## src/rtl/lumos_pkg.sv

```systemverilog
// Purpose: shared fetch-stage constants and the address type for LumosRV.
// Latency: none (declarations only).
// Backpressure: not applicable.
// Contents: XLEN, PC_INC, RESET_VEC defaults and addr_t.
// Optional feature macro used by importers: ADDR_GEN_ALIGN_EN.
package lumos_pkg;

  localparam int unsigned XLEN = 32;
  localparam int unsigned PC_INC = 4;

  typedef logic [XLEN-1:0] addr_t;

  localparam addr_t RESET_VEC = '0;

endpackage : lumos_pkg

```

## src/rtl/address_generator_pc_next_mux.sv

```systemverilog
// Purpose: combinational next-PC select (reset / redirect target / pc + PC_INC).
// Latency: purely combinational, zero cycles.
// Backpressure: none; a new next-PC is produced every cycle.
// Ports:
//   i_rst        reset request, highest priority
//   i_pc_src     1 = take i_target, 0 = sequential increment
//   i_target     redirect target address
//   i_pc_cur     current registered PC
//   o_pc_next    value to load into the PC register on the next edge
// Config: ADDR_GEN_ALIGN_EN forces the target and reset vector to 4-byte alignment.
module pc_next_mux
  import lumos_pkg::*;
#(
  parameter int unsigned     P_XLEN      = XLEN,
  parameter logic [P_XLEN-1:0] P_RESET_VEC = RESET_VEC,
  parameter int unsigned     P_INC       = PC_INC
) (
  input  logic              i_rst,
  input  logic              i_pc_src,
  input  logic [P_XLEN-1:0] i_target,
  input  logic [P_XLEN-1:0] i_pc_cur,
  output logic [P_XLEN-1:0] o_pc_next
);

  localparam logic [P_XLEN-1:0] L_INC = P_XLEN'(P_INC);

`ifdef ADDR_GEN_ALIGN_EN
  // Low two bits dropped so every redirect lands on an instruction word.
  localparam logic [P_XLEN-1:0] L_RESET = {P_RESET_VEC[P_XLEN-1:2], 2'b00};
  logic [P_XLEN-1:0] w_target;
  assign w_target = {i_target[P_XLEN-1:2], 2'b00};
`else
  localparam logic [P_XLEN-1:0] L_RESET = P_RESET_VEC;
  logic [P_XLEN-1:0] w_target;
  assign w_target = i_target;
`endif

  // Increment wraps modulo 2^XLEN; carry out is intentionally discarded.
  logic [P_XLEN-1:0] w_pc_inc;
  assign w_pc_inc = i_pc_cur + L_INC;

  always_comb begin
    o_pc_next = w_pc_inc;
    if (i_rst) begin
      o_pc_next = L_RESET;
    end else if (i_pc_src) begin
      o_pc_next = w_target;
    end
  end

endmodule : pc_next_mux

```

## src/rtl/address_generator.sv

```systemverilog
// Purpose: LumosRV fetch program counter; advances by PC_INC or loads a redirect target.
// Latency: 1 cycle from pc_src/PCTarget (and rst) to pc; pc is purely registered.
// Backpressure: none; the PC advances on every non-reset edge (no stall input).
// Ports:
//   PCTarget  redirect target address from execute/branch unit
//   clk       single clock, rising edge
//   rst       synchronous active-high reset, loads RESET_VEC
//   pc_src    1 = load PCTarget, 0 = pc + PC_INC
//   pc        current program counter
// Config: ADDR_GEN_ALIGN_EN (see pc_next_mux) aligns target loads and reset vector.
module address_generator
  import lumos_pkg::*;
#(
  parameter int unsigned       XLEN      = lumos_pkg::XLEN,
  parameter logic [XLEN-1:0]   RESET_VEC = lumos_pkg::RESET_VEC,
  parameter int unsigned       PC_INC    = lumos_pkg::PC_INC
) (
  input  logic [XLEN-1:0] PCTarget,
  input  logic            clk,
  input  logic            rst,
  input  logic            pc_src,
  output logic [XLEN-1:0] pc
);

  logic [XLEN-1:0] r_pc;
  logic [XLEN-1:0] w_pc_next;

  // Reset priority lives in the mux, so the register simply loads every edge.
  pc_next_mux #(
    .P_XLEN      (XLEN),
    .P_RESET_VEC (RESET_VEC),
    .P_INC       (PC_INC)
  ) u_pc_next_mux (
    .i_rst     (rst),
    .i_pc_src  (pc_src),
    .i_target  (PCTarget),
    .i_pc_cur  (r_pc),
    .o_pc_next (w_pc_next)
  );

  always_ff @(posedge clk) begin
    r_pc <= w_pc_next;
  end

  assign pc = r_pc;

endmodule : address_generator

```

## config.mk

```make
export PLATFORM = sky130hd
export DESIGN_NAME = address_generator
export DESIGN_NICKNAME = d
export VERILOG_FILES = /design/src/rtl/lumos_pkg.sv /design/src/rtl/address_generator_pc_next_mux.sv /design/src/rtl/address_generator.sv
export SDC_FILE = /design/constraint.sdc
export NUM_CORES = 1
export LEC_CHECK = 0
export CAP_MARGIN = 20
export CORE_MARGIN = 2
export CORE_UTILIZATION = 45
export DETAILED_ROUTE_END_ITERATION = 8
export PLACE_DENSITY = 0.8
export SLEW_MARGIN = 5
export SYNTH_ARGS = -nofsm -noshare
export SYNTH_HDL_FRONTEND = slang
export SYNTH_HIERARCHICAL = 1
export SYNTH_SLANG_ARGS = --single-unit
```

## constraint.sdc

```tcl
create_clock -name clk -period 4.3 [get_ports clk]
set_input_delay 0.86 -clock clk [delete_from_list [all_inputs] [get_ports clk]]
set_output_delay 0.86 -clock clk [all_outputs]
set_load 0.02 [all_outputs]
```

## Yosys cells after proc, flatten, opt, wreduce, memory -nomap -nowiden

Cells that the tools add are included.

| operators by class | value |
|---|---|
| add/sub/neg operators | 1 |
| multiplexer cells | 1 |

Operator list:

| operator | count |
|---|---|
| adder 32 x 3 -> 32 bit, second input constant | 1 |
| two-way mux 32 bit | 1 |

| storage, ports and cells | value |
|---|---|
| register bits after elaboration | 32 |
| input port bits | 35 |
| output and inout bits | 32 |
| logic and storage cells | 3 |

## Longest topological paths before layout

| logic depth | value |
|---|---|
| word-level depth | 2 |
| mapped depth | 6 |
| depth with buffers taken out | 5 |

## By module

The synthesis kept the hierarchy.

By module, submodules not included:

| module | instances | cells each | area each (sq um) |
|---|---|---|---|
| pc_next_mux | 1 | 180 | 1117.3 |
| address_generator | 1 | 32 | 640.6 |

## Least setup slack after synthesis

Ideal clock, no wire load.

| timing | value |
|---|---|
| path kind | reg2reg |
| start | register r_pc[2], in the netlist pc[2] |
| end | register r_pc[30], in the netlist pc[30] |
| library setup time | 0.091 ns |
| arrival time | 2.232 ns |
| data required time | 4.209 ns |
| setup slack | 1.977 ns |
| stages on the path, launching flop included | 7 |
| period minus slack after synthesis | 2.323 ns |
| path through | dfxtp_1 -> ha_1 -> nand4_4 -> or4_4 -> buf_6 -> or4_1 -> a311oi_1 |

| on the way | value |
|---|---|
| word-level cells in the longest chain between the ends | 2 |

RTL lines:

| element | RTL line | source |
|---|---|---|
| start, declared | address_generator.sv:25 | `logic [XLEN-1:0] r_pc;` |
| start signal, assigned | address_generator.sv:42 | `r_pc <= w_pc_next;` |
| adder 32 x 3 -> 32 bit | address_generator_pc_next_mux.sv:40 | `assign w_pc_inc = i_pc_cur + L_INC;` |
| two-way mux 32 bit | address_generator_pc_next_mux.sv:46 | `end else if (i_pc_src) begin` |

Every way passes these cells.
A chain may end at the register's enable or synchronous reset.

## Worst setup path in the final report

| timing | value |
|---|---|
| start | input pc_src |
| end | register r_pc[15], in the netlist pc[15] |

| on the way | value |
|---|---|
| word-level cells in the longest chain between the ends | 1 |

RTL lines:

| element | RTL line | source |
|---|---|---|
| start, declared | address_generator.sv:21 | `input logic pc_src,` |
| two-way mux 32 bit | address_generator_pc_next_mux.sv:46 |  |

Every way passes these cells.

==> summary.md <==
| Metric | Value |
|---|---|
| Initial Util | `47.3%` |
| Maximum VDD drop | `199 uV` |
| Outcome | `completed` |
| Num CTS Buffers | `5` |
| Fraction of registers with async set/reset | `0%` |
| Clock transition at path regs | `0.06 ns` |
| Seq cells post-synth | `32` |
| Synth warnings | `6` |
| Yosys cell types | `37` |
| End-of-flow core utilization | `68.3%` |
| CTS tree | `yes` |
| Resized cells post-CTS | `0` |
| Ports | `67` |
| Sink Count | `32` |
| Vias in the first global route | `1,715` |
| FILL cells | `321` |
| Initial detailed-routing violation count | `99` |
| Mapped Nets | `248` |
| Max Fclk | `0.365 GHz` |
| Worst hold path class | `reg2reg` |
| First-pass GRT wire length | `7700 um` |
| Seq/Total Area, Yosys | `36.4%` |
| CTS H-Tree Depth | `2` |
| Chip width | `66.5 um` |
| DR pass1 iterations | `4` |
| Slew margin rel. | `49.0%` |
| Slew Viols, Final | `0` |
| RSZ-0062 raised after global routing | `false` |
| Die height | `66.5 um` |
| WL/cell | `14.6 um` |
| Top FF cell, synth | `dfxtp_1` |
| Setup Skew | `0.00425 ns` |
| DRC Markers | `0` |
| Total inserted antenna cells | `0` |
| CTS Root Cell | `clkbuf_8` |
| Post-synth EDFFs | `0` |
| Max FFs per register | `32` |
| Maxcap violations | `0` |
| Worst Path Arrival | `2.95 ns` |
| Final hold viol count | `0` |
| P per Cell Area | `289 mW/mm2` |
| Placed instance area | `0.00245 mm2` |
| Final worst-path cycle share | `63.7%` |
| Largest net degree at the start of global routing | `28` |
| Area grow syn2layout | `44.3%` |
| Least-Margin Pin Slew | `0.762 ns` |
| Antenna Nets Post-Route | `0` |
| Register area | `641 um2` |
| PnR Total Power | `0.000734 W` |
| Cells after Synth | `212` |
| Final setup fails | `0` |
| Place WS | `1.32 ns` |
| Layout cells sized above 1 | `5.07%` |
| GP Congestion | `0.787` |
| CORE AREA | `0.00372 mm2` |
| Mapped Avg Cell Area | `8.29 um2` |
| Via/cell ratio | `5.76` |
| # rows | `22` |
| Multi-input gate area in the final layout | `0.00103 mm2` |
| Total GRT Usage | `22.4%` |
| Max FO, Critical Path | `27` |
| Worst setup SP type | `input pin` |
| Port Buffers | `66` |
| Post-layout instance area | `0.00254 mm2` |
| Die area | `0.00442 mm2` |
| Max Buffers Root-to-Sink | `2` |
| Postcts setup bufs | `0` |
| Leak Pwr | `0.844 nW` |
| Cts hold-fix bufs | `0` |
| Crit. End Element | `register` |
| Critical path required time | `4.51 ns` |
| Clock insertion delay at the later pin of the skew report | `0.27 ns` |
| Final setup margin | `1.56 ns` |
| Initial antenna violation count | `0` |
| Hpwl dp | `3400 um` |
| Total number of vias | `1,867` |
| WS Path Type | `in2reg` |
| GR Overflow Total | `0` |
| Setup TNS | `0 ns` |
| Post-synthesis cell area | `0.00176 mm2` |
| Nets | `311` |
| WL final | `4730 um` |
| Minimum clock period | `2.74 ns` |
==> critical path, cell delays in order <==
cell and delay, ns:
clkdlybuf4s50_1 0.45, buf_4 0.28, clkinv_1 0.58, buf_4 0.43, nand4_1 0.14, o2111a_1 0.21
==> metrics by stage <==
stage / instances / hold WS (ns)
final: 324 / 0.500
after global routing: 324 / 0.543
after CTS: 324 / 0.502
after detailed placement: 316 / 0.488
after global placement: 316 / 0.477
after floorplan: 212 / 0.584
==> synth_stat cells, types with 2 or more instances <==
| master | instances | area share [%] |
|---|---|---|
| nor2b_1 | 4 | 1.4 |
| or4_1 | 3 | 1.3 |
| o31ai_1 | 3 | 1.3 |
| or3_1 | 6 | 2.1 |
| clkbuf_1 | 11 | 2.3 |
| a311oi_1 | 9 | 4.5 |
| a21oi_1 | 4 | 1.1 |
| xnor2_1 | 10 | 5.0 |
| nor3_1 | 9 | 2.6 |
| a211oi_1 | 8 | 3.4 |
| o21ai_0 | 6 | 1.7 |
| and3_1 | 5 | 1.8 |
| o2111a_1 | 5 | 3.2 |
| nand3_1 | 9 | 2.6 |
| inv_1 | 5 | 1.1 |
| nand4_1 | 12 | 4.3 |
| mux2i_1 | 3 | 1.7 |
| nor3b_1 | 2 | 0.85 |
| nor2_1 | 26 | 5.6 |
| a2111oi_0 | 3 | 1.5 |
| nor4_1 | 4 | 1.4 |
| a311o_1 | 5 | 2.8 |
| nand2_1 | 15 | 3.2 |
| dfxtp_1 | 32 | 36 |
==> per-layer routing <==
layer,global-route usage [%],part of all wire [%],wire (um),vias up
li1,-,-,-,932
met1,27.2,44,2100,863
met3,4.56,5.0,237,9
met2,38.9,49,2330,63
met4,8.16,1.3,62,0
met5,0,0,0,-
==> cell usage in the layout (no fill, tap or decap), drive strengths merged, types with 2 or more instances in the layout <==
master and n:
clkdlybuf4s50 66, dfxtp 32, nor2 26, nand2 15
nand4 13, xnor2 10, nand3 9, a311oi 9
nor3 9, a211oi 8, clkbuf 8, or3 7
o21ai 6, inv 5, and3 5, a311o 5
o2111a 5, nor4 4, nor2b 4, a21oi 4
buf 4, or4 4, o31ai 3, a2111oi 3
mux2i 3, nor3b 2
==> cell families after synthesis <==
kind of cell / after synthesis / share of synthesized area (%)
xor gates and xnor gates: 11 / 5.48
AOI/OAI and AO/OA: 44 / 20.1
muxes: 4 / 2.35
adders and majority gates: 1 / 0.712
and+or+nand+nor: 100 / 30.2
DFF: 32 / 36.4
buffers and inverters: 20 / 4.77
==> worst paths after layout <==
check                      from              to  slack (ns)  depth (start not counted)
setup / recovery         pc_src  pc[15]$_DFF_P_        1.56                          6
hold / removal    pc[0]$_DFF_P_   pc[0]$_DFF_P_        0.50                          2
setup reg to reg  pc[2]$_DFF_P_  pc[28]$_DFF_P_        1.93                          5
hold reg to reg   pc[0]$_DFF_P_   pc[0]$_DFF_P_        0.50                          2
==> area by class of cell <==
type / instances / share of cell area, %
tap: 48 / 2.37
inverter: 6 / 0.888
clock buffer: 8 / 3.55
sequential: 32 / 25.2
multi-input combinational: 160 / 40.7
timing repair buffer: 70 / 27.2
==> power by group <==
| group | total (W) | switching (W) | internal (W) |
|---|---|---|---|
| Clock | 0.000232 | 0.000102 | 0.000130 |
| Combinational | 0.000155 | 0.0000694 | 0.0000860 |
| Sequential | 0.000346 | 0.0000290 | 0.000317 |
| Total | 0.000734 | 0.000200 | 0.000534 |
(Power assumes the default switching activity.)
